`src/rtl/frac_clock_pkg.sv`:
```
// Shared defaults and types for the fractional clock-enable generator.
// A ratio is div/mul; a zero divisor marks a disabled channel.
package frac_clock_pkg;

  localparam int FCG_W    = 32;
  localparam int FCG_N_CH = 4;
  localparam int FCG_CH_W = (FCG_N_CH > 1) ? $clog2(FCG_N_CH) : 1;

  typedef struct packed {
    logic [FCG_W-1:0] div;
    logic [FCG_W-1:0] mul;
  } ratio_t;

  localparam logic [FCG_W-1:0] DISABLED_DIV = {FCG_W{1'b0}};

endpackage

```
`src/rtl/frac_div_ch.sv`:
```
// One fractional divider channel: phase accumulator with shadow/active ratio.
// The shadow ratio is applied only on a tick cycle, so periods are never cut short.
module frac_div_ch
  import frac_clock_pkg::*;
#(
  parameter int W = FCG_W
) (
  input  logic         clk,
  input  logic         rst_n,
  input  logic         load,
  input  logic [W-1:0] load_div,
  input  logic [W-1:0] load_mul,
  input  logic         sync,
  output logic         tick,
  output logic         clk_out,
  output logic         pending,
  output logic         cfg_err
);

  logic [W-1:0] acc_r, act_div_r, act_mul_r, shd_div_r, shd_mul_r;
  logic         tick_r, clk_out_r, pending_r, cfg_err_r;

  logic [W-1:0] acc_s, act_div_s, act_mul_s, shd_div_s, shd_mul_s;
  logic         tick_s, clk_out_s, pending_s, cfg_err_s;
  logic [W:0]   sum_s, diff_s;
  logic         enabled_s, over_s, fire_s;

  function automatic logic ratio_bad(input logic [W-1:0] d, input logic [W-1:0] m);
    return (d != W'(DISABLED_DIV)) && (m > d);
  endfunction

  // Next-state: accumulate, tick, apply shadow on tick or when disabled, sync realign.
  always_comb begin
    sum_s     = {1'b0, acc_r} + {1'b0, act_mul_r};
    diff_s    = sum_s - {1'b0, act_div_r};
    enabled_s = (act_div_r != W'(DISABLED_DIV));
    over_s    = enabled_s && (act_mul_r > act_div_r);
    fire_s    = enabled_s && (over_s || (sum_s >= {1'b0, act_div_r}));

    acc_s     = acc_r;
    act_div_s = act_div_r;
    act_mul_s = act_mul_r;
    shd_div_s = shd_div_r;
    shd_mul_s = shd_mul_r;
    tick_s    = 1'b0;
    clk_out_s = clk_out_r;
    pending_s = pending_r;
    cfg_err_s = cfg_err_r | over_s;

    if (sync) begin
      acc_s     = {W{1'b0}};
      clk_out_s = 1'b0;
      pending_s = 1'b0;
      if (load) begin
        act_div_s = load_div;
        act_mul_s = load_mul;
        shd_div_s = load_div;
        shd_mul_s = load_mul;
        cfg_err_s = ratio_bad(load_div, load_mul);
      end else if (pending_r) begin
        act_div_s = shd_div_r;
        act_mul_s = shd_mul_r;
        cfg_err_s = ratio_bad(shd_div_r, shd_mul_r);
      end else begin
        cfg_err_s = cfg_err_r;
      end
    end else begin
      if (!enabled_s) begin
        acc_s = {W{1'b0}};
      end else if (fire_s) begin
        tick_s    = 1'b1;
        clk_out_s = ~clk_out_r;
        acc_s     = over_s ? {W{1'b0}} : diff_s[W-1:0];
      end else begin
        acc_s = sum_s[W-1:0];
      end

      if ((!enabled_s || fire_s) && pending_r) begin
        act_div_s = shd_div_r;
        act_mul_s = shd_mul_r;
        pending_s = 1'b0;
        cfg_err_s = ratio_bad(shd_div_r, shd_mul_r);
      end else begin
        pending_s = pending_r;
      end

      // A write landing on an apply edge starts a fresh pending shadow.
      if (load) begin
        shd_div_s = load_div;
        shd_mul_s = load_mul;
        pending_s = 1'b1;
      end else begin
        shd_div_s = shd_div_r;
        shd_mul_s = shd_mul_r;
      end
    end
  end

  // Channel state registers.
  always_ff @(posedge clk or negedge rst_n) begin
    if (!rst_n) begin
      acc_r     <= {W{1'b0}};
      act_div_r <= {W{1'b0}};
      act_mul_r <= {W{1'b0}};
      shd_div_r <= {W{1'b0}};
      shd_mul_r <= {W{1'b0}};
      tick_r    <= 1'b0;
      clk_out_r <= 1'b0;
      pending_r <= 1'b0;
      cfg_err_r <= 1'b0;
    end else begin
      acc_r     <= acc_s;
      act_div_r <= act_div_s;
      act_mul_r <= act_mul_s;
      shd_div_r <= shd_div_s;
      shd_mul_r <= shd_mul_s;
      tick_r    <= tick_s;
      clk_out_r <= clk_out_s;
      pending_r <= pending_s;
      cfg_err_r <= cfg_err_s;
    end
  end

  assign tick    = tick_r;
  assign clk_out = clk_out_r;
  assign pending = pending_r;
  assign cfg_err = cfg_err_r;

endmodule

```
`src/rtl/frac_clock_gen.sv`:
```
// Multi-channel fractional clock-enable generator.
// Decodes the config write to per-channel load strobes; indices beyond N_CH match nothing.
module frac_clock_gen
  import frac_clock_pkg::*;
#(
  parameter int N_CH = FCG_N_CH,
  parameter int W    = FCG_W,
  parameter int CH_W = FCG_CH_W
) (
  input  logic            clk,
  input  logic            rst_n,
  input  logic            cfg_we,
  input  logic [CH_W-1:0] cfg_ch,
  input  logic [W-1:0]    cfg_div,
  input  logic [W-1:0]    cfg_mul,
  input  logic            sync,
  output logic [N_CH-1:0] tick,
  output logic [N_CH-1:0] clk_out,
  output logic [N_CH-1:0] pending,
  output logic [N_CH-1:0] cfg_err
);

  for (genvar gi = 0; gi < N_CH; gi++) begin : g_ch
    logic load_s;
    assign load_s = cfg_we && (cfg_ch == CH_W'(gi));

    frac_div_ch #(
      .W(W)
    ) u_ch (
      .clk      (clk),
      .rst_n    (rst_n),
      .load     (load_s),
      .load_div (cfg_div),
      .load_mul (cfg_mul),
      .sync     (sync),
      .tick     (tick[gi]),
      .clk_out  (clk_out[gi]),
      .pending  (pending[gi]),
      .cfg_err  (cfg_err[gi])
    );
  end

endmodule

```
`config.mk`:
```
export PLATFORM = sky130hd
export DESIGN_NAME = frac_clock_gen
export DESIGN_NICKNAME = d
export VERILOG_FILES = /design/src/rtl/frac_clock_pkg.sv /design/src/rtl/frac_div_ch.sv /design/src/rtl/frac_clock_gen.sv
export SDC_FILE = /design/constraint.sdc
export NUM_CORES = 2
export LEC_CHECK = 0
export ABC_AREA = 1
export CELL_PAD_IN_SITES_DETAIL_PLACEMENT = 1
export CELL_PAD_IN_SITES_GLOBAL_PLACEMENT = 1
export CORE_MARGIN = 2
export CORE_UTILIZATION = 52
export CTS_CLUSTER_DIAMETER = 150
export DETAILED_ROUTE_END_ITERATION = 10
export GPL_ROUTABILITY_DRIVEN = 1
export PLACE_DENSITY = 0.94
export SLEW_MARGIN = 10
export SYNTH_ARGS = -nofsm -noshare
export SYNTH_HDL_FRONTEND = slang
export SYNTH_SLANG_ARGS = --single-unit
export TNS_END_PERCENT = 10
```
`constraint.sdc`:
```
create_clock -name clk -period 11.4 [get_ports clk]
set_input_delay 2.28 -clock clk [delete_from_list [all_inputs] [get_ports clk]]
set_output_delay 2.28 -clock clk [all_outputs]
set_load 0.02 [all_outputs]
```
==> results_dict.tcl <==
set metrics [dict create \
    outcome "finished, final reports clean" \
    via_per_inst 6.50 \
    synthCells 6950 \
    cp_slowest_cell "buf_4" \
    crit_path_frequent_cell "nand2_1" \
    fp-row-count 114 \
    cts_resized 0 \
    fin_worst_skew_ns 0.0386 \
    grt_setup_unrepaired "no" \
    die_area_sq_mm 0.100 \
    core_area_sq_mm 0.0967 \
    maxSlewHeadroom 0.156 \
    critical_path_class "flop to flop" \
    placed_cells_incl_taps 8152 \
    totalPowerFinal_w 0.0205 \
    synth_top_cell_by_area "dfrtp_1" \
    use_met2 0.695 \
    fmax_mhz 155 \
    numClockSinks 656 \
    grt_pass1_vias 57560 \
    layout_common_cells "nand2_1 (1617), inv_1 (820), o21ai_0 (798)" \
    clock_latency_ns 0.70 \
    area.growth.synth_to_final_pct 8.85 \
    grt_pass1_wl_microns 344000 \
    ir_worst_vdd_mv 0.289 \
    ant_nets 0 \
    tns_ns 0 \
    numCtsBuffers 80 \
    dp_slack_ns 5.27 \
    die_x_microns 316 \
    cts_setup_buffers 0 \
    drc 0 \
    clk_path_buf_depth 3 \
    period_share 0.566 \
    ff2ff_setup_slack_ns 4.95 \
    required_ns 11.98 \
    grt_max_degree 159 \
    use_met3 0.127 \
    slowest_delay_ns 0.93 \
    hold_end "g_ch[0].u_ch.clk_out" \
    layout-drive-gt1-share 0.0719 \
    wl_per_cell_microns 27.1 \
    slew_violations 0 \
    pwr-share-clk 0.135 \
    yosysUniqueCellTypes 58 \
    root_buffer "clkbuf_16" \
    layout_commonest_cell "nand2_1" \
    hp-class "flop to flop" \
    die_y_microns 316 \
    antenna_found_initial 16 \
    holdPathStages 1 \
    p_leak_nw 27.4 \
    grt.overflow.total 0 \
    syn_nets 7572 \
    syn_area_sq_mm 0.0507 \
    worstHoldStart "g_ch[0].u_ch.clk_out" \
    setup_viol 0 \
    hpwl_microns 151000 \
    port_buffers 85 \
    cts.hold.buffers_added 0 \
    seqPwrFrac 0.176 \
    fin_util 0.571 \
    path_max_fanout 82 \
    tritoncts "built" \
    clk_pin_slew_worst_paths_ns 0.06 \
    pwr_density_cell_mw_per_mm2 371 \
    combPwrFrac 0.689 \
    h-tree-depth 3 \
    synth-seq-cells 656 \
    wl_microns 226000 \
    ys_seq_area_frac 0.323 \
    io_pins 86 \
    swShare 0.562 \
    drt_pass1_iterations 6 \
    layout_setup_ws_ns 4.95 \
    power.switching_w 0.0115 \
    synth.avg_cell_area_sq_um 7.30 \
    num_vias 54033 \
    cellInternalPower_w 0.00897 \
    netlist_top_cells_area "dfrtp_1 (32%), ha_1 (13%), nand2_1 (12%), o21ai_0 (7.9%), inv_1 (6.1%)" \
    drt_iter0_markers 5632 \
    worstPathArrival_ns 7.03 \
    period_needed_ns 6.45 \
    globalRoute.busiestLayer "met2" \
    start_util 0.525 \
    ff2ff_path_depth 31 \
    place_congestion 1.02 \
    use_met1 0.529 \
    r2r_end "g_ch[3].u_ch.act_mul_r[16]" \
    worst_slew_pin_slew_ns 1.27 \
    synth.top_cell.area_share 0.323 \
    grt_usage 0.448 \
    drv_cap 0 \
    finalHoldViolCount 0 \
    num-nets-final 7581 \
    yosys_warnings 0 \
    crit_path_end_kind "flop" \
    start_kind "flop" \
    instances_no_fill 8315 \
    r2r_start "g_ch[3].u_ch.act_mul_r[0]" \
]
==> stage by stage <==
| stage | instance area [sq um] | hold WS, ns |
|---|---|---|
| final | 55200 | 0.489 |
| after global routing | 55200 | 0.518 |
| after CTS | 55200 | 0.492 |
| after detailed placement | 52500 | 0.478 |
| after global placement | 52500 | 0.466 |
| after floorplan | 50700 | 0.446 |
==> worst max-delay path, delay by kind of cell, from the launching register on <==
family | cells | cell delay [ns]
buf+inv | 5 | 1.20
fa+ha+maj | 3 | 0.90
simple gates | 17 | 2.80
flops | 1 | 0.38
compound gates | 6 | 1.02
==> state kept, by name, indices dropped and copies added, names as in the netlist <==
name	cells
g_ch.u_ch.shd_mul_r	128
g_ch.u_ch.acc_r	128
g_ch.u_ch.clk_out	4
g_ch.u_ch.act_div_r	128
g_ch.u_ch.shd_div_r	128
g_ch.u_ch.act_mul_r	128
g_ch.u_ch.pending	4
g_ch.u_ch.cfg_err	4
g_ch.u_ch.tick	4
==> synthesized netlist by cell type (all sizes together) <==
cell type  instances
a21boi            15
o21ai           1066
o22ai              1
o21bai            32
nand3            155
a211oi            17
or2               18
o221a              1
a31oi             29
nor2             585
xnor2             52
a21o              54
o32ai              1
o31ai              2
o221ai             5
clkbuf           130
a21oi            608
nor4              64
nor4b              3
o211a             11
inv              827
a22oi              3
nand3b            10
o21a              30
o211ai            12
dfrtp            656
and2               2
nor3b              2
o311ai             1
buf              110
and3               3
nand4             89
xor2              81
fa                 8
nand2           1659
nor3              61
a221oi             3
ha               544
==> power groups by stage <==
stage          Sequential (W)  Combinational, W  Clock, W
2_1_floorplan         0.00332           0.00949         0
3_3_place_gp          0.00351            0.0126         0
3_5_place_dp          0.00356            0.0132         0
4_1_cts               0.00357            0.0137   0.00275
5_1_grt               0.00364            0.0154   0.00283
6_report              0.00362            0.0141   0.00276
==> final cells by class <==
| class | count | area, sq um |
|---|---|---|
| repair buffers | 167 | 1490 |
| clock buffers | 112 | 2270 |
| inverters | 827 | 3100 |
| well taps | 1276 | 1600 |
| diodes | 15 | 37.5 |
| multi-input cells | 5227 | 29900 |
| fillers | 12211 | 41500 |
| clock inverters | 35 | 434 |
| flip-flops and latches | 656 | 16400 |
==> cell families (layout without fill, tap and decap cells) <==
kind of cell / after synthesis / after routing / synth area share
other: 0 / 15 / 0
adders and majority gates: 552 / 552 / 0.137
and+or+nand+nor: 2651 / 2651 / 0.215
DFF: 656 / 656 / 0.323
xor gates and xnor gates: 133 / 133 / 0.0230
buffers and inverters: 1067 / 1141 / 0.0888
AOI/OAI and AO/OA: 1891 / 1891 / 0.212
==> worst max path at each step <==
stage	startpoint	end	slack, ns	depth (start not counted)
finish	g_ch[3].u_ch.act_mul_r[0]	g_ch[3].u_ch.act_mul_r[16]	4.95	31
global route	g_ch[3].u_ch.act_mul_r[0]	g_ch[3].u_ch.act_div_r[22]	4.62	32
CTS	g_ch[3].u_ch.act_mul_r[0]	g_ch[3].u_ch.act_mul_r[20]	5.11	31
detailed placement	g_ch[3].u_ch.act_mul_r[0]	g_ch[3].u_ch.act_mul_r[27]	5.27	31
global placement	g_ch[3].u_ch.act_mul_r[0]	g_ch[3].u_ch.act_mul_r[24]	5.51	31
floorplan	g_ch[3].u_ch.act_mul_r[0]	g_ch[3].u_ch.act_mul_r[1]	7.36	32
==> routing by layer <==
metal	part of all wire	up-vias
li1	-	23155
met1	0.37	26388
met2	0.44	3226
met3	0.10	1252
met4	0.089	12
met5	0.00034	-
(Power assumes the default switching activity.)
